**config.mk**
```make
export PLATFORM = sky130hd
export DESIGN_NAME = univ_shift_reg
export DESIGN_NICKNAME = d
export VERILOG_FILES = /design/src/rtl/usr_pkg.sv /design/src/rtl/usr_bit_cnt.sv /design/src/rtl/univ_shift_reg.sv
export SDC_FILE = /design/constraint.sdc
export NUM_CORES = 1
export LEC_CHECK = 0
export ABC_AREA = 1
export CAP_MARGIN = 15
export CORE_MARGIN = 5
export CORE_UTILIZATION = 45
export DETAILED_ROUTE_END_ITERATION = 10
export GPL_ROUTABILITY_DRIVEN = 0
export HOLD_SLACK_MARGIN = 0.12
export PLACE_DENSITY = 0.73
export SLEW_MARGIN = 25
export SYNTH_ARGS = -nofsm -noshare
export SYNTH_HDL_FRONTEND = slang
export SYNTH_SLANG_ARGS = --single-unit
```
**constraint.sdc**
```tcl
create_clock -name clk -period 1.44 [get_ports clk]
set_input_delay 0.216 -clock clk [delete_from_list [all_inputs] [get_ports clk]]
set_output_delay 0.216 -clock clk [all_outputs]
set_load 0.01 [all_outputs]
```
**src/rtl/usr_pkg.sv**
```systemverilog
// Shared constants for the universal shift register: mode codes, FSM state
// encoding and burst direction values.
package usr_pkg;

   localparam logic [2:0] MODE_HOLD = 3'b000;
   localparam logic [2:0] MODE_SHL  = 3'b001;
   localparam logic [2:0] MODE_SHR  = 3'b010;
   localparam logic [2:0] MODE_LOAD = 3'b011;
   localparam logic [2:0] MODE_ROTL = 3'b100;
   localparam logic [2:0] MODE_ROTR = 3'b101;
   localparam logic [2:0] MODE_CLR  = 3'b110;
   localparam logic [2:0] MODE_ASR  = 3'b111;

   localparam logic ST_IDLE  = 1'b0;
   localparam logic ST_BURST = 1'b1;

   localparam logic DIR_LSB_FIRST = 1'b0;
   localparam logic DIR_MSB_FIRST = 1'b1;

endpackage

```
**src/rtl/usr_bit_cnt.sv**
```systemverilog
// Loadable down-counter with clock enable; tc flags that the next decrement
// reaches zero.
module usr_bit_cnt
   import usr_pkg::*;
#(
   parameter int CNT_W = 4
) (
   input  logic             clk,
   input  logic             rst_n,
   input  logic             en,
   input  logic             load,
   input  logic [CNT_W-1:0] load_val,
   input  logic             dec,
   output logic             tc
);

   logic [CNT_W-1:0] cnt_q;
   logic [CNT_W-1:0] cnt_d;

   // next count: load wins over decrement, zero never wraps
   always_comb begin
      cnt_d = cnt_q;
      if (!en) begin
         cnt_d = cnt_q;
      end else if (load) begin
         cnt_d = load_val;
      end else if (dec && (cnt_q != {CNT_W{1'b0}})) begin
         cnt_d = cnt_q - {{(CNT_W-1){1'b0}}, 1'b1};
      end else begin
         cnt_d = cnt_q;
      end
   end

   // count register
   always_ff @(posedge clk or negedge rst_n) begin
      if (!rst_n) begin
         cnt_q <= {CNT_W{1'b0}};
      end else begin
         cnt_q <= cnt_d;
      end
   end

   assign tc = (cnt_q == {{(CNT_W-1){1'b0}}, 1'b1});

endmodule

```
**src/rtl/univ_shift_reg.sv**
```systemverilog
// Universal shift register with per-cycle modes and an autonomous burst
// serialiser. Define USR_ARITH_SHIFT_EN to make mode 111 an arithmetic right shift.
module univ_shift_reg
   import usr_pkg::*;
#(
   parameter  int WIDTH = 8,
   localparam int CNT_W = $clog2(WIDTH+1)
) (
   input  logic             clk,
   input  logic             rst_n,
   input  logic             en,
   input  logic [2:0]       mode,
   input  logic [WIDTH-1:0] parallel_in,
   input  logic             ser_in,
   input  logic             dir,
   input  logic             start,
   output logic [WIDTH-1:0] parallel_out,
   output logic             ser_out,
   output logic             busy,
   output logic             done
);

   logic             state_q, state_d;
   logic             dir_q, dir_d;
   logic             done_q, done_d;
   logic [WIDTH-1:0] q_q, q_d;
   logic             cnt_load_s, cnt_dec_s, cnt_tc_s;

   usr_bit_cnt #(.CNT_W(CNT_W)) u_bit_cnt (
      .clk      (clk),
      .rst_n    (rst_n),
      .en       (en),
      .load     (cnt_load_s),
      .load_val (CNT_W'(WIDTH)),
      .dec      (cnt_dec_s),
      .tc       (cnt_tc_s)
   );

   // state, direction and done registers
   always_ff @(posedge clk or negedge rst_n) begin
      if (!rst_n) begin
         state_q <= ST_IDLE;
         dir_q   <= DIR_LSB_FIRST;
         done_q  <= 1'b0;
         q_q     <= {WIDTH{1'b0}};
      end else begin
         state_q <= state_d;
         dir_q   <= dir_d;
         done_q  <= done_d;
         q_q     <= q_d;
      end
   end

   // FSM next state; done is not gated by en so it always self-clears
   always_comb begin
      state_d    = state_q;
      dir_d      = dir_q;
      done_d     = 1'b0;
      cnt_load_s = 1'b0;
      cnt_dec_s  = 1'b0;
      if (en) begin
         case (state_q)
            ST_IDLE: begin
               if (start) begin
                  state_d    = ST_BURST;
                  dir_d      = dir;
                  cnt_load_s = 1'b1;
               end else begin
                  state_d = ST_IDLE;
               end
            end
            ST_BURST: begin
               cnt_dec_s = 1'b1;
               if (cnt_tc_s) begin
                  state_d = ST_IDLE;
                  done_d  = 1'b1;
               end else begin
                  state_d = ST_BURST;
               end
            end
            default: state_d = ST_IDLE;
         endcase
      end else begin
         state_d = state_q;
      end
   end

   // datapath: burst shifting overrides the per-cycle mode
   always_comb begin
      q_d = q_q;
      if (!en) begin
         q_d = q_q;
      end else if (state_q == ST_BURST) begin
         if (dir_q == DIR_MSB_FIRST) begin
            q_d = {q_q[WIDTH-2:0], ser_in};
         end else begin
            q_d = {ser_in, q_q[WIDTH-1:1]};
         end
      end else if (start) begin
         q_d = parallel_in;
      end else begin
         case (mode)
            MODE_HOLD: q_d = q_q;
            MODE_SHL:  q_d = {q_q[WIDTH-2:0], ser_in};
            MODE_SHR:  q_d = {ser_in, q_q[WIDTH-1:1]};
            MODE_LOAD: q_d = parallel_in;
            MODE_ROTL: q_d = {q_q[WIDTH-2:0], q_q[WIDTH-1]};
            MODE_ROTR: q_d = {q_q[0], q_q[WIDTH-1:1]};
            MODE_CLR:  q_d = {WIDTH{1'b0}};
`ifdef USR_ARITH_SHIFT_EN
            MODE_ASR:  q_d = {q_q[WIDTH-1], q_q[WIDTH-1:1]};
`else
            MODE_ASR:  q_d = q_q;
`endif
            default:   q_d = q_q;
         endcase
      end
   end

   assign parallel_out = q_q;
   assign ser_out      = (dir_q == DIR_MSB_FIRST) ? q_q[WIDTH-1] : q_q[0];
   assign busy         = (state_q == ST_BURST);
   assign done         = done_q;

endmodule

```
# After elaboration in Yosys (flattened, before gate mapping)
# Cells that the tools add are included.
# totals
n_memories	0
output_inout_bits	11
latchBits	0
rom_bits	0
ramBits	0
register_bits	15
elab_cells	41
# op_classes
n_mul	0
shifts	0
mux	17
bitwise_logic	1
n_div	0
n_reduce_logical	8
add_sub_neg	1
n_eq_ne	9
n_lt_le_gt_ge	0
# op_table
operator	n
$pmux W8 S6	1
$mux W8	3
$eq A3 B3 Y1 const B	4
$mux W1	10
$mux W4	2
$eq A3 B2 Y1 const B	2
$eq A4 B1 Y1 const B	1
$reduce_and A2 Y1	2
$reduce_bool A4 Y1	1
$sub A4 B1 Y4 const B	1
$eq A3 B1 Y1 const B	1
$logic_not A3 Y1	1
$ne A3 B1 Y1 const B	1
$reduce_and A3 Y1	1
$pmux W1 S2	1
$reduce_bool A2 Y1	1
$reduce_or A2 Y1	1
$logic_and A1 B1 Y1	1
$not A1 Y1	1

# Logic depth before layout (Yosys ltp)
# logic_depth
ltp_word	5
depth_mapped	8
depth_no_buf	8

# Cells and area by module
# From an unflattened synthesis, not the netlist that was laid out.
# hier_totals
hier_cells	201
area_unflattened_um2	1233.7
# by_module_without_submodules
mod	cells_each	area_per_inst_um2	n_inst
univ_shift_reg	159	924.6	1
usr_bit_cnt	42	309.0	1

# Worst setup path after synthesis
# OpenSTA, ideal clock, no wires.
# synth_timing
path_type	register to register
startpoint	register u_bit_cnt.cnt_q[0]
endpoint	register u_bit_cnt.cnt_q[3]
slack_ns	0.211
synth_period_minus_slack_ns	1.229
stages_incl_launch_ff	7
t_arrival_ns	1.102
cell_sequence	dfrtp_1 > inv_1 > ha_1 > nand2_1 > nand3_1 > o21ai_0 > nand3b_1
# synth_via
elab_chain_cells	4
word_cells_on_any_way	7
cone_classes	1 x add/sub; 2 x mux; 4 x reduce/logical
# synth_lines
item	line	text
start, declared	usr_bit_cnt.sv:17	logic [CNT_W-1:0] cnt_q;
start signal, assigned	usr_bit_cnt.sv:37	cnt_q <= {CNT_W{1'b0}};
start signal, assigned	usr_bit_cnt.sv:39	cnt_q <= cnt_d;
branches (longest 4 deep; another with $sub A4 B1 Y4)	n/a	
# Parallel ways; which one is timed is not known. The select of a mux whose other input is x is not followed.
# A chain may end at the register's enable or synchronous reset.

# Worst setup path in the final report
# layout_timing
startpoint	register q_q[5], in the netlist parallel_out[5]
endpoint	output port parallel_out[5]
# layout_rtl
item	line	text
start, declared	univ_shift_reg.sv:26	logic [WIDTH-1:0] q_q, q_d;
start signal, assigned	univ_shift_reg.sv:45	q_q <= {WIDTH{1'b0}};
start signal, assigned	univ_shift_reg.sv:50	q_q <= q_d;
end, declared	univ_shift_reg.sv:17	output logic [WIDTH-1:0] parallel_out,
# No word-level cell between the ends.

==> results.md <==
- STA classifies the critical path startpoint as a flip-flop.
- The initial antenna violation count was 0.
- The number of max-slew violations in the final report is 0.
- The number of nets with antenna violations after detailed routing is 0.
- For this run, the post-layout net count is between 200 and 300.
- The sequential cell area in the final layout is between 300 and 400 sq um.
- The worst clock skew is 0.00132 ns.
- The cell type group with the largest total delay on the critical path is buffers and inverters.
- The number of global-route vias before repair is approximately 1,300.
- The number of buffers on the longest clock path is 2.
- Across every metal layer, demand over resource in global routing totals 20.8%.
- The post-synthesis cell type count is 24.
- After layout, the minimum clock period comes to 1.40 ns.
- The largest individual stage delay along the critical path comes from the cell sky130_fd_sc_hd__clkdlybuf4s50_1.
- The headroom to the max-slew limit is between 80% and 90%.
- The detailed router finished its first iteration with approximately 130 violations.
- The critical register-to-register path endpoint is parallel_out[0].
- In the routed layout, each cell is associated on average with a via count of 5.24.
- The post-synth net total is just under 200.
- The total I/O pin count is 28.
- The proportion of synthesized chip area in sequential cells is 32.1%.
- The signal on the critical path passes through clkdlybuf4s50_1.
- Yosys printed 0 warnings.
- For this design, the CTS-stage hold fixing added 0 buffers.
- The total CTS buffers is 3.
- The worst register-to-register path begins at parallel_out[7].
- The first global-routing pass estimated roughly 5800 um of wire.
- For the worst setup path, the data required time is around 1.2 ns.
- Of all nets on the critical path, the largest fanout is 2.
- The final-layout fill cell count is between 200 and 250.
- Of the cells placed in the final design, the portion with a size suffix greater than 1 is between 20% and 30%.
- The multi-input combinational cells in the finished layout cover a total of between 700 and 800 sq um.
- The highest attainable clock frequency is between 700 and 800 MHz.
- CTS built an H-tree with a depth of 1.
- The number of buffers and inverters on the critical path is 1.
- The ratio of final minimum period to clock period is a little under 100%.
- The CTS tree is done.
- The clock tree root buffer cell is sky130_fd_sc_hd__clkbuf_4.
- The cell total after placement is about 250.
- In the layout the commonest cells are sky130_fd_sc_hd__nand2_1, sky130_fd_sc_hd__nor2_1, sky130_fd_sc_hd__buf_4.
- The first detailed-routing pass ran for 4 iterations.
- The insertion delay of the later-clocked pin in the worst-skew pair is 0.28 ns.
- The number of placement rows is 18.
- For this run, the share of the core covered by cells in the final layout is approximately 69%.
- The most common cell after layout, fill and taps aside is sky130_fd_sc_hd__nand2_1.
- For this run, the number of standard cells in the final layout without fillers is approximately 260.
- For this run, design rule violations remaining after detail routing come to 0.
- The final layout contains routed wiring with a total length of around 3500 um.
- The number of I/O port buffers is 27.
- The area growth from synthesis to final layout is 45.6%.
- The total setup violations reported at the end of the flow is 0.
- The max-cap violation count is 0.
- The static leakage power is about 0.00083 uW.
- The logic depth of the worst register-to-register path is 8.
- The worst setup path startpoint is parallel_out[5].
- The synthesized netlist occupies a cell area of between 1000 and 1500 sq um.
- The count of final hold-check violations is 0.
- 0 antenna diodes ended up in the layout.
- For this block, the via count after detailed routing is between 1,000 and 1,500.
- The post-detailed-placement half-perimeter wirelength is ~2600 um.
- Summed over its instances, the top area cell type makes up approximately a third of the synthesized netlist area.
- The cell type contributing the most total cell area after synthesis is sky130_fd_sc_hd__dfrtp_1.
- For the worst setup path, the data arrival time is 1.19 ns.
- The post-synthesis average cell area is 6.53 sq um.
- The actual slew at the worst max-slew pin is between 0.2 and 0.3 ns.
- The worst setup path is captured at a primary output.
- The maximum number of pins on one net before global-route repair is 16.
- The average wire per standard cell is roughly 13 um.
- Dividing total power by cell area gives a power density of 1610 nW/um^2.
- In this run the register-to-register setup slack is around 0.11 ns.
- The die is 61.0 um tall.
- The area enclosed by the die boundary is about 3700 sq um.
- For the final routed database, the setup TNS stands at 0 ns.
- For this run, the slowest stage of the critical path takes ~0.55 ns.
- In the post-synthesis netlist, the biggest area contributors are sky130_fd_sc_hd__dfrtp_1, sky130_fd_sc_hd__nand2_1, sky130_fd_sc_hd__nor2_1.
- The synthesized design contains 15 register bits.
- The total area inside the core boundary comes to ~2500 sq um.
- Global routing finished with a remaining overflow of 0.
- The synthesized instance count is 179.
- The run finished with clean final reports.
- The worst hold path belongs to the class in -> async.
- The critical path is of the reg -> out type.
- CTS saw 15 sinks.
- IR analysis of the VDD net gives a maximum drop of between 1 and 1.5 mV.
- The initial cell density of the core is a little under half.
- The die width is 61.0 um.
- After clock tree synthesis, the clock-pin slew on the worst setup and hold paths is around 0.090 ns.
-- cell families after synthesis --
family	count (synthesis)	share of synthesized area [%]
compound gates	37	19.0
xor+xnor	1	0.750
buf+inv	16	5.46
flops	15	32.1
simple gates	108	40.6
fa+ha+maj	2	2.14
-- per-stage QoR --
| stage | total power [uW] | hold WS, ns | area, sq um | setup slack [ns] |
|---|---|---|---|---|
| global route | 2970 | 0.242 | 1700 | -0.00392 |
| finish | 2740 | 0.231 | 1700 | 0.0379 |
| CTS | 2720 | 0.236 | 1680 | 0.00545 |
| global placement | 2400 | 0.526 | 1630 | -0.204 |
| detailed placement | 2440 | 0.531 | 1630 | -0.243 |
| floorplan | 1650 | -0.0796 | 1170 | 0.211 |
-- report_power, final --
group          switching [uW]  internal [uW]  total, uW
clock network             142            103        245
registers                 162            614        777
logic                     897            817       1710
total                    1200           1530       2740
-- area by class of cell --
type                    instances  area share, %
clock inverters                 1          0.294
multi-input cells             148           43.5
clock buffers                   3           1.32
flip-flops and latches         15           22.2
repair buffers                 51           27.6
inverters                      13           2.87
well taps                      30           2.21
-- flip-flops by register name, summed over array words and instances, names as in the netlist --
signal,cells
done,1
u_bit_cnt.cnt_q,4
dir_q,1
parallel_out,8
busy,1
-- how the worst max path moves through the flow --
| stage | endpoint | slack (ns) | depth (start not counted) |
|---|---|---|---|
| after global placement | parallel_out[1] | -0.20 | 8 |
| final | parallel_out[5] | 0.04 | 1 |
| after global routing | ser_out | -0.004 | 4 |
| after CTS | parallel_out[6] | 0.005 | 1 |
| after detailed placement | parallel_out[1] | -0.24 | 8 |
| after floorplan | u_bit_cnt.cnt_q[3] | 0.21 | 6 |
-- cell usage after synthesis, drive strengths merged --
cell type,n
nand2,52
clkinv,1
o31ai,1
inv,12
nand3b,2
buf,3
nor3,2
xnor2,1
o21bai,6
nor2,39
nand3,10
o21ai,19
ha,2
a21oi,11
dfrtp,15
nand4,3
-- repair_timing --
action                                  CTS  global route
resized for setup                         7             9
endpoints found under the setup margin    5            13
setup buffers                             3             0
-- metal layers --
metal  global-route usage [%]  up-vias  wire [um]
li1                         -      689          -
met1                     28.4      612       1530
met2                     33.7       63       1670
met3                     2.34        4        257
met4                     7.74        0         28
met5                        0        -          0
Note: power is estimated with default switching activity, not from simulation.
